[config.mk]
export PLATFORM = sky130hd
export DESIGN_NAME = piso_tx_shifter_flat
export DESIGN_NICKNAME = d
export VERILOG_FILES = /design/src/rtl/piso_tx_shifter_if.sv /design/src/rtl/piso_tx_shifter.sv /design/src/flat_wrapper.sv
export SDC_FILE = /design/constraint.sdc
export NUM_CORES = 1
export LEC_CHECK = 0
export ABC_AREA = 1
export CORE_UTILIZATION = 46
export CTS_CLUSTER_DIAMETER = 50
export DETAILED_ROUTE_END_ITERATION = 16
export MAX_ROUTING_LAYER = met4
export PLACE_DENSITY_LB_ADDON = 0.25
export SYNTH_ARGS = -nofsm -noshare
export SYNTH_HDL_FRONTEND = slang
export SYNTH_SLANG_ARGS = --single-unit
[constraint.sdc]
create_clock -name clk -period 1.4 [get_ports clk]
set_input_delay 0.35 -clock clk [delete_from_list [all_inputs] [get_ports clk]]
set_output_delay 0.35 -clock clk [all_outputs]
set_load 0.01 [all_outputs]
[src/rtl/piso_tx_shifter_if.sv]
// Handshake and serial-line bundle between a parallel producer and piso_tx_shifter.
// A word transfers on a clk edge where load && ready; ready drops for the whole frame.
interface piso_tx_shifter_if #(
    parameter int WIDTH = 8
);
    logic [WIDTH-1:0] din;
    logic             load;
    logic             shift_en;
    logic             abort;
    logic             ready;
    logic             sout;
    logic             sout_valid;
    logic             frame_start;
    logic             done;

    modport master (
        output din, load, shift_en, abort,
        input  ready, sout, sout_valid, frame_start, done
    );

    modport slave (
        input  din, load, shift_en, abort,
        output ready, sout, sout_valid, frame_start, done
    );
endinterface

[src/rtl/piso_tx_shifter.sv]
// Parallel-in, serial-out transmit shifter: takes a word on load/ready, emits one bit
// per shift_en tick on a registered serial line with frame start/done pulses.
module piso_tx_shifter #(
    parameter int WIDTH      = 8,
    parameter bit LSB_FIRST  = 1'b1,
    parameter bit IDLE_LEVEL = 1'b1
) (
    input  logic             clk,
    input  logic             rst,
    piso_tx_shifter_if.slave bus,
    output logic             dbg_state
);
    localparam int CW = $clog2(WIDTH) + 1;

    typedef enum logic {
        ST_IDLE  = 1'b0,
        ST_SHIFT = 1'b1
    } state_t;

    generate
        if (WIDTH < 2 || WIDTH > 32) begin : g_bad_width
            $error("piso_tx_shifter: WIDTH must be in 2..32");
        end
    endgenerate

    state_t           state_q, state_d;
    logic [WIDTH-1:0] shreg_q, shreg_d;
    logic [WIDTH-1:0] shifted;
    logic [CW-1:0]    cnt_q, cnt_d;
    logic             ready_d;
    logic             sout_d;
    logic             sout_valid_d;
    logic             frame_start_d;
    logic             done_d;

    always_comb begin
        shifted       = LSB_FIRST ? (shreg_q >> 1) : (shreg_q << 1);
        state_d       = state_q;
        shreg_d       = shreg_q;
        cnt_d         = cnt_q;
        frame_start_d = 1'b0;
        done_d        = 1'b0;
        case (state_q)
            ST_IDLE: begin
                // abort wins over load, so a cancelled request never starts a frame
                if (!bus.abort && bus.load) begin
                    state_d       = ST_SHIFT;
                    shreg_d       = bus.din;
                    cnt_d         = '0;
                    frame_start_d = 1'b1;
                end
            end
            ST_SHIFT: begin
                if (bus.abort) begin
                    state_d = ST_IDLE;
                    cnt_d   = '0;
                end else if (bus.shift_en) begin
                    shreg_d = shifted;
                    if (cnt_q == CW'(WIDTH - 1)) begin
                        state_d = ST_IDLE;
                        cnt_d   = '0;
                        done_d  = 1'b1;
                    end else begin
                        cnt_d = cnt_q + CW'(1);
                    end
                end
            end
            default: begin
                state_d = ST_IDLE;
                cnt_d   = '0;
            end
        endcase
        // Outputs are precomputed from the next state so every port comes straight off a flop.
        ready_d      = (state_d == ST_IDLE);
        sout_valid_d = (state_d == ST_SHIFT);
        if (state_d == ST_SHIFT) begin
            sout_d = LSB_FIRST ? shreg_d[0] : shreg_d[WIDTH-1];
        end else begin
            sout_d = IDLE_LEVEL;
        end
    end

    always_ff @(posedge clk or negedge rst) begin
        if (!rst) begin
            state_q         <= ST_IDLE;
            shreg_q         <= '0;
            cnt_q           <= '0;
            bus.ready       <= 1'b1;
            bus.sout        <= IDLE_LEVEL;
            bus.sout_valid  <= 1'b0;
            bus.frame_start <= 1'b0;
            bus.done        <= 1'b0;
        end else begin
            state_q         <= state_d;
            shreg_q         <= shreg_d;
            cnt_q           <= cnt_d;
            bus.ready       <= ready_d;
            bus.sout        <= sout_d;
            bus.sout_valid  <= sout_valid_d;
            bus.frame_start <= frame_start_d;
            bus.done        <= done_d;
        end
    end

    assign dbg_state = (state_q == ST_SHIFT);
endmodule

[src/flat_wrapper.sv]
// flat-port wrapper written by rule: the top's interface ports become plain ports
module piso_tx_shifter_flat 
#(
    parameter int WIDTH      = 8,
    parameter bit LSB_FIRST  = 1'b1,
    parameter bit IDLE_LEVEL = 1'b1
)
  (clk, rst, dbg_state, bus_din, bus_load, bus_shift_en, bus_abort, bus_ready, bus_sout, bus_sout_valid, bus_frame_start, bus_done);
  piso_tx_shifter_if #(.WIDTH(WIDTH)) bus_i ();
  input  logic clk;
  input  logic rst;
  output logic dbg_state;
  input wire logic [$bits(bus_i.din)-1:0] bus_din;
  input wire logic [$bits(bus_i.load)-1:0] bus_load;
  input wire logic [$bits(bus_i.shift_en)-1:0] bus_shift_en;
  input wire logic [$bits(bus_i.abort)-1:0] bus_abort;
  output wire logic [$bits(bus_i.ready)-1:0] bus_ready;
  output wire logic [$bits(bus_i.sout)-1:0] bus_sout;
  output wire logic [$bits(bus_i.sout_valid)-1:0] bus_sout_valid;
  output wire logic [$bits(bus_i.frame_start)-1:0] bus_frame_start;
  output wire logic [$bits(bus_i.done)-1:0] bus_done;
  assign bus_i.din = bus_din;
  assign bus_i.load = bus_load;
  assign bus_i.shift_en = bus_shift_en;
  assign bus_i.abort = bus_abort;
  assign bus_ready = bus_i.ready;
  assign bus_sout = bus_i.sout;
  assign bus_sout_valid = bus_i.sout_valid;
  assign bus_frame_start = bus_i.frame_start;
  assign bus_done = bus_i.done;
  piso_tx_shifter #(.WIDTH(WIDTH), .LSB_FIRST(LSB_FIRST), .IDLE_LEVEL(IDLE_LEVEL)) u_core (.clk(clk), .rst(rst), .bus(bus_i), .dbg_state(dbg_state));
endmodule
Word level (Yosys, flattened, before mapping)
Cells that the tools add are included.
Widths: inputs -> output; s select.
Word-level totals
  register bits after elaboration: 17
  latch bits: 0
  RAM bits: 0
  bits in read-only memories: 0
  input port bits: 13
  output and inout port bits: 6
  memories kept: 0
Operators by class
  $add $sub $neg: 1
  $mul: 0
  divide/modulo/power cells: 0
  order comparisons: 0
  equal/unequal tests: 5
  shifts and indexed selects: 0
  multiplexer cells: 20
  bitwise gates (word level): 2
  reductions and logical operators: 4
Operators by type and width (number)
  $mux 8: 3
  $mux 4: 4
  $pmux 8 s2: 1
  $mux 1: 10
  $pmux 4 s2: 1
  $add 4x1->4 const B: 1
  $eq 4x3->1 const B: 1
  $ne 2x2->1 const B: 2
  $ne 3x3->1 const B: 1
  $reduce_and 3->1: 1
  $ne 2x1->1 const B: 1
  $not 1->1: 2
  $pmux 1 s2: 1
  $reduce_and 2->1: 1
  $logic_and 1x1->1: 1
  $logic_not 1->1: 1

Longest topological paths before layout
Gate-level depths: netlist (run 1).
  word-level depth: 6
  gate-level depth with buffers: 6
  mapped depth without buffers: 6

Worst setup path before layout (run 1)
OpenSTA, ideal clock, no wires.
  path type: register -> register
  start: register u_core.cnt_q[0]
  end: register u_core.bus.sout
  library setup time: 82 ps
  arrival: 1094 ps
  data required time: 1318 ps
  setup slack: 224 ps
  cell stages (with the launch flop): 6
  buffers on the path: 0
  clock period less this slack: 1176 ps
  cell sequence: dfrtp_1 > ha_1 > nand3_1 > nand2_1 > a21oi_1 > nand2_1
Between the ends
  word-level cells in the longest chain between the ends: 6
RTL lines
  from (decl): RTL line piso_tx_shifter.sv:29  | logic [CW-1:0] cnt_q, cnt_d;
  from (signal assigned): RTL line piso_tx_shifter.sv:96  | cnt_q <= cnt_d;
  $eq 4x3->1: RTL line piso_tx_shifter.sv:59  | if (cnt_q == CW'(WIDTH - 1)) begin
  $mux 1: RTL line piso_tx_shifter.sv:59
  $mux 1: RTL line piso_tx_shifter.sv:57  | end else if (bus.shift_en) begin
  $mux 1: RTL line piso_tx_shifter.sv:54  | if (bus.abort) begin
  $pmux 1 s2: RTL line piso_tx_shifter.sv:43  | case (state_q)
  named net u_core.sout_valid_d: RTL line piso_tx_shifter.sv:32  | logic sout_valid_d;
  $mux 1: RTL line piso_tx_shifter.sv:76  | if (state_d == ST_SHIFT) begin
  named net u_core.sout_d: RTL line piso_tx_shifter.sv:31  | logic sout_d;
  to (signal assigned): RTL line piso_tx_shifter.sv:98  | bus.sout <= sout_d;
  to (decl): RTL line piso_tx_shifter_if.sv:23  | output ready, sout, sout_valid, frame_start, done
The timed path passes the listed nets, and every way through them passes these cells.
A chain may end at the register's enable or synchronous reset.

Worst setup path in the final report (run 1)
  start: register u_core.bus.sout_valid
  end: output port bus_sout_valid
RTL lines
  from (decl): RTL line piso_tx_shifter_if.sv:23
  from (signal assigned): RTL line piso_tx_shifter.sv:99  | bus.sout_valid <= sout_valid_d;
  to (decl): RTL line flat_wrapper.sv:19  | output wire logic [$bits(bus_i.sout_valid)-1:0] bus_sout_valid;
No word-level cell between the ends.

==> qor.yml, run 1 <==
yosys:
  ys_warn_count: 0
  syn_area_per_cell_um2: 8.592
  syn_area_um2: 773.2
  yosysUniqueCellTypes: 20
  syn_nets: 104
  synth-seq-area-share_pct: 55.34
  ys_ff_latch: 17
  netlist_instances: 90
critical_path:
  crit_start: "u_core.bus.sout_valid"
  path_max_fanout: 3
  r2r_start: "u_core.cnt_q[0]"
  crit_cells: 1
  cp.arrival_ns: 0.96
  r2r_slack_ns: 0.14
  crit_end: "bus_sout_valid"
  cpLargestDelayFamily: "flip-flops"
  critical_path.cell_chain: "dlygate4sd2_1"
  ff2ff_path_depth: 5
  critical-path-slowest-cell: "dfrtp_1"
  r2r-end: "u_core.bus.sout"
  cp.required_ns: 1.05
  path_class: "reg2out"
  critPathMaxStageDelay_ns: 0.39
  critPathLaunchType: "register"
  cp-end-kind: "primary output"
  critPathBufInv: 1
drt:
  viasPerCell: 4.992
  drtAntennaViolNets: 0
  via_count: 654
  drc: 0
  initialDrtViolationCount: 17
  wl_per_cell_um: 10.40
  dr.pass1.iters: 4
  wirelength_mm: 1.362
cells_and_area:
  drive_gt1_share_pct: 18.26
  nets: 130
  syn2layout_area_growth_pct: 30.26
  fin_cells: 131
  antenna-diode-count: 0
  layout_commonest_cell: "nand2_1"
  layout_common_cells: "nand2_1 (34), dfrtp_1 (15), clkdlybuf4s50_1 (12)"
  final_cell_area_mm2: 0.001007
floorplan:
  core_area_mm2: 0.001541
  start_util_pct: 50.16
  die_area_mm2: 0.001849
  num_io_pins: 19
  fp.dieW_um: 43
  rows: 14
  die-height_um: 43
global_route:
  grt_pass1_wl_mm: 2.187
  grt_pass1_vias: 552
  antenna_found_initial: 0
  grt_usage_pct: 16.24
  grt_max_degree: 18
  overflow: 0
clock_network:
  numCtsBuffers: 3
  clock_sinks: 17
  hold_buffers: 0
  cts_tree: "built"
  cts_setup_buffers: 0
  cts-root-buf: "clkbuf_4"
  ctsHtreeMaxLevel: 1
  path_clk_slew_ns: 0.09
  clock_latency_ns: 0.28
  clk_path_buf_depth: 2
sta:
  relSlewSlack_pct: 81.95
  tightest_slew_ns: 0.2708
  layout_setup_ws_ns: 0.09158
  slew_viol_final: 0
  fin_tns_setup_ns: 0
  fmax_mhz: 764.3
  period_needed_ns: 1.308
  fin_worst_skew_ns: 0.0007958
  hold_viol_final: 0
  rsz0062_at_grt: "no"
  fin_crit_sh_pct: 93.46
  setup_viol: 0
status:
  status: "finished clean"
placed_design:
  place_congestion: 0.7938
  hpwl_mm: 1.035
  dp.cells: 127
  place_area_um2: 996.0
  port_buffers: 18
  dp_slack_ns: -0.1505
power:
  power_frac_seq_pct: 53.6
  switchingPower_w: 0.0004115
  p_sw_share_pct: 31.35
  p_leak_nw: 0.5089
  comb_power_share_pct: 27.1
  p_clk_share_pct: 19.3
  ir_drop_uv: 817.2
  p_int_w: 0.0009012
  fin_total_pwr_w: 0.001313
  powerDensity_mw_per_mm2: 1303
flow_run:
  maxCapViolations: 0
worst_hold_path:
  min_path_type: "in2async"
[synthesized netlist by cell type]
library cell / instances / area share, %
inv_2: 3 / 1.5
a21oi_1: 1 / 0.65
o21ai_0: 1 / 0.65
buf_4: 1 / 0.97
nand3_2: 1 / 1.3
inv_1: 5 / 2.4
nor2_4: 1 / 1.5
nand3_1: 10 / 6.5
o21ai_1: 1 / 0.65
dfstp_2: 2 / 6.8
o21ai_2: 1 / 1.1
ha_1: 1 / 1.6
dfrtp_1: 15 / 49
nand2_1: 34 / 17
clkinv_2: 1 / 0.65
nand2_4: 1 / 1.5
nor2_1: 6 / 2.9
nand4_1: 2 / 1.6
nor2_2: 2 / 1.6
xnor2_1: 1 / 1.1
[what timing repair did]
action,CTS,global route
endpoints found under the hold margin,0,0
gates resized for setup,8,2
setup endpoints to repair,6,2
pin swaps,0,0
[logic make-up after synthesis]
family | after synthesis | synth area share (%)
DFF | 17 | 55.34
adders and majority gates | 1 | 1.618
and+or+nand+nor | 57 | 33.33
xor gates and xnor gates | 1 | 1.133
buffers and inverters | 10 | 5.502
AOI/OAI and AO/OA | 4 | 3.073
[cell type report]
cell class / count / area (um^2)
fill: 141 / 534.3
sequential: 17 / 427.9
multi-input combinational: 63 / 302.8
timing repair buffer: 22 / 195.2
inverter: 9 / 35.03
clock buffer: 4 / 26.28
tap: 16 / 20.02
[how the worst min path moves through the flow]
stage	to	slack [ns]	cells past startpoint
after detailed placement	u_core.shreg_q[7]	0.46	2
after floorplan	u_core.bus.done	0.05	0
after CTS	u_core.cnt_q[3]	0.38	2
after global placement	u_core.shreg_q[7]	0.46	2
final	u_core.bus.done	0.38	2
after global routing	u_core.cnt_q[3]	0.40	2
[flip-flops by register name (all words and copies together), names as in the netlist]
signal	flops
u_core.shreg_q	8
u_core.cnt_q	4
u_core.bus.done	1
u_core.bus.frame_start	1
u_core.bus.ready	1
u_core.bus.sout	1
u_core.bus.sout_valid	1
[metrics by stage]
stage	utilization (%)	hold WS, ns
after floorplan	-	0.05441
after global placement	64.61	0.4595
after detailed placement	64.61	0.4590
after CTS	65.99	0.3755
after global routing	65.34	0.4041
final	65.34	0.3767
[per-layer routing]
layer	wire, um	vias to the layer above	part of all wire, %	GRT usage [%]
li1	-	332	-	-
met1	607	299	45	20.28
met2	674	23	49	25.76
met3	80	0	5.9	2.979
met4	0	0	0	7.273
met5	0	-	0	-
[power groups by stage]
stage / Sequential, W / Combinational (W) / Clock [W]
global placement: 0.000709 / 0.000380 / 0
finish: 0.000703 / 0.000356 / 0.000253
detailed placement: 0.000715 / 0.000390 / 0
CTS: 0.000704 / 0.000371 / 0.000267
floorplan: 0.000728 / 0.000200 / 0
global route: 0.000715 / 0.000395 / 0.000285
No activity file was read; power rests on OpenSTA's default activity.
==> run 2: changes to the inputs <==
--- a/config.mk
+++ b/config.mk
@@ -7,6 +7,9 @@
 export LEC_CHECK = 0
 export ABC_AREA = 1
-export CORE_UTILIZATION = 46
+export CELL_PAD_IN_SITES_DETAIL_PLACEMENT = 1
+export CELL_PAD_IN_SITES_GLOBAL_PLACEMENT = 1
+export CORE_UTILIZATION = 34
 export CTS_CLUSTER_DIAMETER = 50
+export CTS_CLUSTER_SIZE = 28
 export DETAILED_ROUTE_END_ITERATION = 16
 export MAX_ROUTING_LAYER = met4
==> constraint.sdc (replaced) <==
create_clock -name clk -period 1.4 [get_ports clk]
set_input_delay 0.35 -clock clk [delete_from_list [all_inputs] [get_ports clk]]
set_output_delay 0.35 -clock clk [all_outputs]
set_load 0.02 [all_outputs]
==> run 2 against run 1 <==
Net effect:
- utilization is 14 points lower
- highest routed layer is now met4
- wire length is 30% higher
- combinational power is 13% higher
- largest cell class unchanged
- via count is 4.0% higher
==> qor.yml, run 2 (synthesized netlist as in run 1, its figures left out) <==
status:
  status: "finished clean"
sta:
  fmax_mhz: 738.1  # -3.4%
  hold_viol_final: 0  # unchanged
  rsz0062_at_grt: "no"
  fin_tns_setup_ns: 0  # unchanged
  relSlewSlack_pct: 82.88  # +0.93 points
  slew_viol_final: 0  # unchanged
  fin_crit_sh_pct: 96.78  # +3.3 points
  fin_worst_skew_ns: 0.006412  # +0.005617 ns
  setup_viol: 0  # unchanged
  tightest_slew_ns: 0.2559  # -0.01486 ns
  holdWs_ns: 0.3607  # -0.01602 ns
  period_needed_ns: 1.355  # +0.04645 ns
drt:
  wl_per_cell_um: 12.19  # +17%
  initialDrtViolationCount: 4  # -13
  drtAntennaViolNets: 0  # unchanged
  dr.pass1.iters: 3  # -1
  via_count: 680  # +4.0%
  wirelength_mm: 1.767  # +30%
  viasPerCell: 4.690  # -6.1%
  drc: 0  # unchanged
cells_and_area:
  largest_reg_flops: 8  # unchanged
  final_util_pct: 50.98  # -14 points
  top_register: "u_core.shreg_q"
  nets: 133  # +2.3%
  layout_commonest_cell: "nand2_1"
  seq_area_um2: 427.9  # unchanged
  top_regs: "u_core.shreg_q (8), u_core.cnt_q (4)"
  multiInputGateArea_um2: 306.5  # +1.2%
  antenna-diode-count: 0  # unchanged
  drive_gt1_share_pct: 23.73  # +5.5 points
  fillers: 263  # +87%
  layout_common_cells: "nand2_1 (34), dfrtp_1 (15), clkdlybuf4s50_1 (12)"
  syn2layout_area_growth_pct: 34.63
critical_path:
  path_max_fanout: 1  # -2
  r2r_start: "u_core.cnt_q[0]"
  crit_cells: 1  # unchanged
  crit_end: "bus_frame_start"
  critical-path-slowest-cell: "dfrtp_1"
  r2r_slack_ns: 0.19  # +0.05 ns
  cpLargestDelayFamily: "flip-flops"
  critPathLaunchType: "register"
  ff2ff_path_depth: 5  # unchanged
  cp.arrival_ns: 1.00  # +0.04 ns
  critPathMaxStageDelay_ns: 0.39  # about the same
  critical_path.cell_chain: "dlygate4sd2_1"
  crit_start: "u_core.bus.frame_start"
  cp.required_ns: 1.05  # about the same
  path_class: "reg2out"
  cp-end-kind: "primary output"
  critPathBufInv: 1  # unchanged
  r2r-end: "u_core.bus.sout"
floorplan:
  rows: 16  # +2
  die-height_um: 49.69  # +16%
  die_area_mm2: 0.002469  # +34%
  core_area_mm2: 0.002042  # +32%
  start_util_pct: 37.87  # -12 points
  fp.dieW_um: 49.69  # +16%
  num_io_pins: 19  # unchanged
global_route:
  busiest_layer: "met2"
  met2_usage_pct: 30.18  # +4.4 points
  met3_usage_pct: 4.321  # +1.3 points
  grt_use_met1_pct: 18.98  # -1.3 points
  grt_pass1_vias: 749  # +36%
  grt_pass1_wl_mm: 3.077  # +41%
  overflow: 0  # unchanged
  antenna_found_initial: 0  # unchanged
  grt_usage_pct: 17.73  # +1.5 points
  grt_max_degree: 18  # unchanged
clock_network:
  hold_buffers: 0  # unchanged
  path_clk_slew_ns: 0.11  # +0.02 ns
  clk_path_buf_depth: 2  # unchanged
  cts_setup_buffers: 0  # unchanged
  clock_sinks: 17  # unchanged
  numCtsBuffers: 3  # unchanged
  cts-root-buf: "clkbuf_4"
  ctsHtreeMaxLevel: 1  # unchanged
  cts_tree: "built"
  clock_latency_ns: 0.30  # +0.02 ns
placed_design:
  hpwl_mm: 1.376  # +33%
  port_buffers: 18  # unchanged
  place_congestion: 0.7531  # -5.1%
power:
  p_clk_share_pct: 19.7  # +0.4 points
  comb_power_share_pct: 29.1  # +2.0 points
  ir_drop_uv: 737.0  # -9.8%
  power_frac_seq_pct: 51.2  # -2.4 points
  switchingPower_w: 0.0004754  # +16%
  p_sw_share_pct: 34.39  # +3.0 points
  powerDensity_mw_per_mm2: 1328  # +1.9%
  p_int_w: 0.0009070  # +0.65%
  p_leak_nw: 0.5234  # +2.9%
flow_run:
  maxCapViolations: 0  # unchanged
worst_hold_path:
  min_path_type: "in2async"
-- run 2: layout make-up --
type,instances,share of cell area [%]
inverters,9,3.365
clock buffers,3,2.163
flip-flops and latches,17,41.11
multi-input cells,63,29.45
well taps,27,3.245
clock inverters,1,0.4808
repair buffers,25,20.19
-- run 2: how the worst min path moves through the flow --
stage,from,slack (ns),to,cells after the start
floorplan,rst,0.05,u_core.bus.done,0
global placement,u_core.shreg_q[7],0.46,u_core.shreg_q[7],2
detailed placement,u_core.shreg_q[7],0.47,u_core.shreg_q[7],2
CTS,rst,0.36,u_core.bus.done,2
global route,rst,0.38,u_core.cnt_q[2],2
finish,rst,0.36,u_core.bus.done,2
-- run 2: what timing repair did --
| item | 4_1_cts | 5_1_grt |
|---|---|---|
| endpoints found under the hold margin | 0 | 0 |
| gates resized for setup | 14 | 3 |
| endpoints found under the setup margin | 6 | 4 |
-- run 2: through the flow --
stage	cells	area, um^2	worst slack [ns]	total power [W]
6_report	145	1041	0.04513	0.001382
5_1_grt	145	1041	0.02115	0.001486
4_1_cts	145	1047	0.006922	0.001413
3_5_place_dp	141	1032	-0.2040	0.001162
3_3_place_gp	141	1032	-0.1351	0.001140
2_1_floorplan	90	773.2	0.2243	0.0009565
-- run 2: power by group through the flow --
stage | Combinational [W] | Sequential (W) | Clock, W
global placement | 0.000425 | 0.000715 | 0
global route | 0.000458 | 0.000730 | 0.000298
finish | 0.000402 | 0.000708 | 0.000273
floorplan | 0.000206 | 0.000750 | 0
CTS | 0.000415 | 0.000711 | 0.000287
detailed placement | 0.000441 | 0.000721 | 0
-- run 2: layer usage --
metal | vias to the layer above | part of all wire, %
met5 | - | 0
met4 | 0 | 2.2
met3 | 5 | 3.4
met2 | 15 | 48
met1 | 322 | 46
li1 | 338 | -
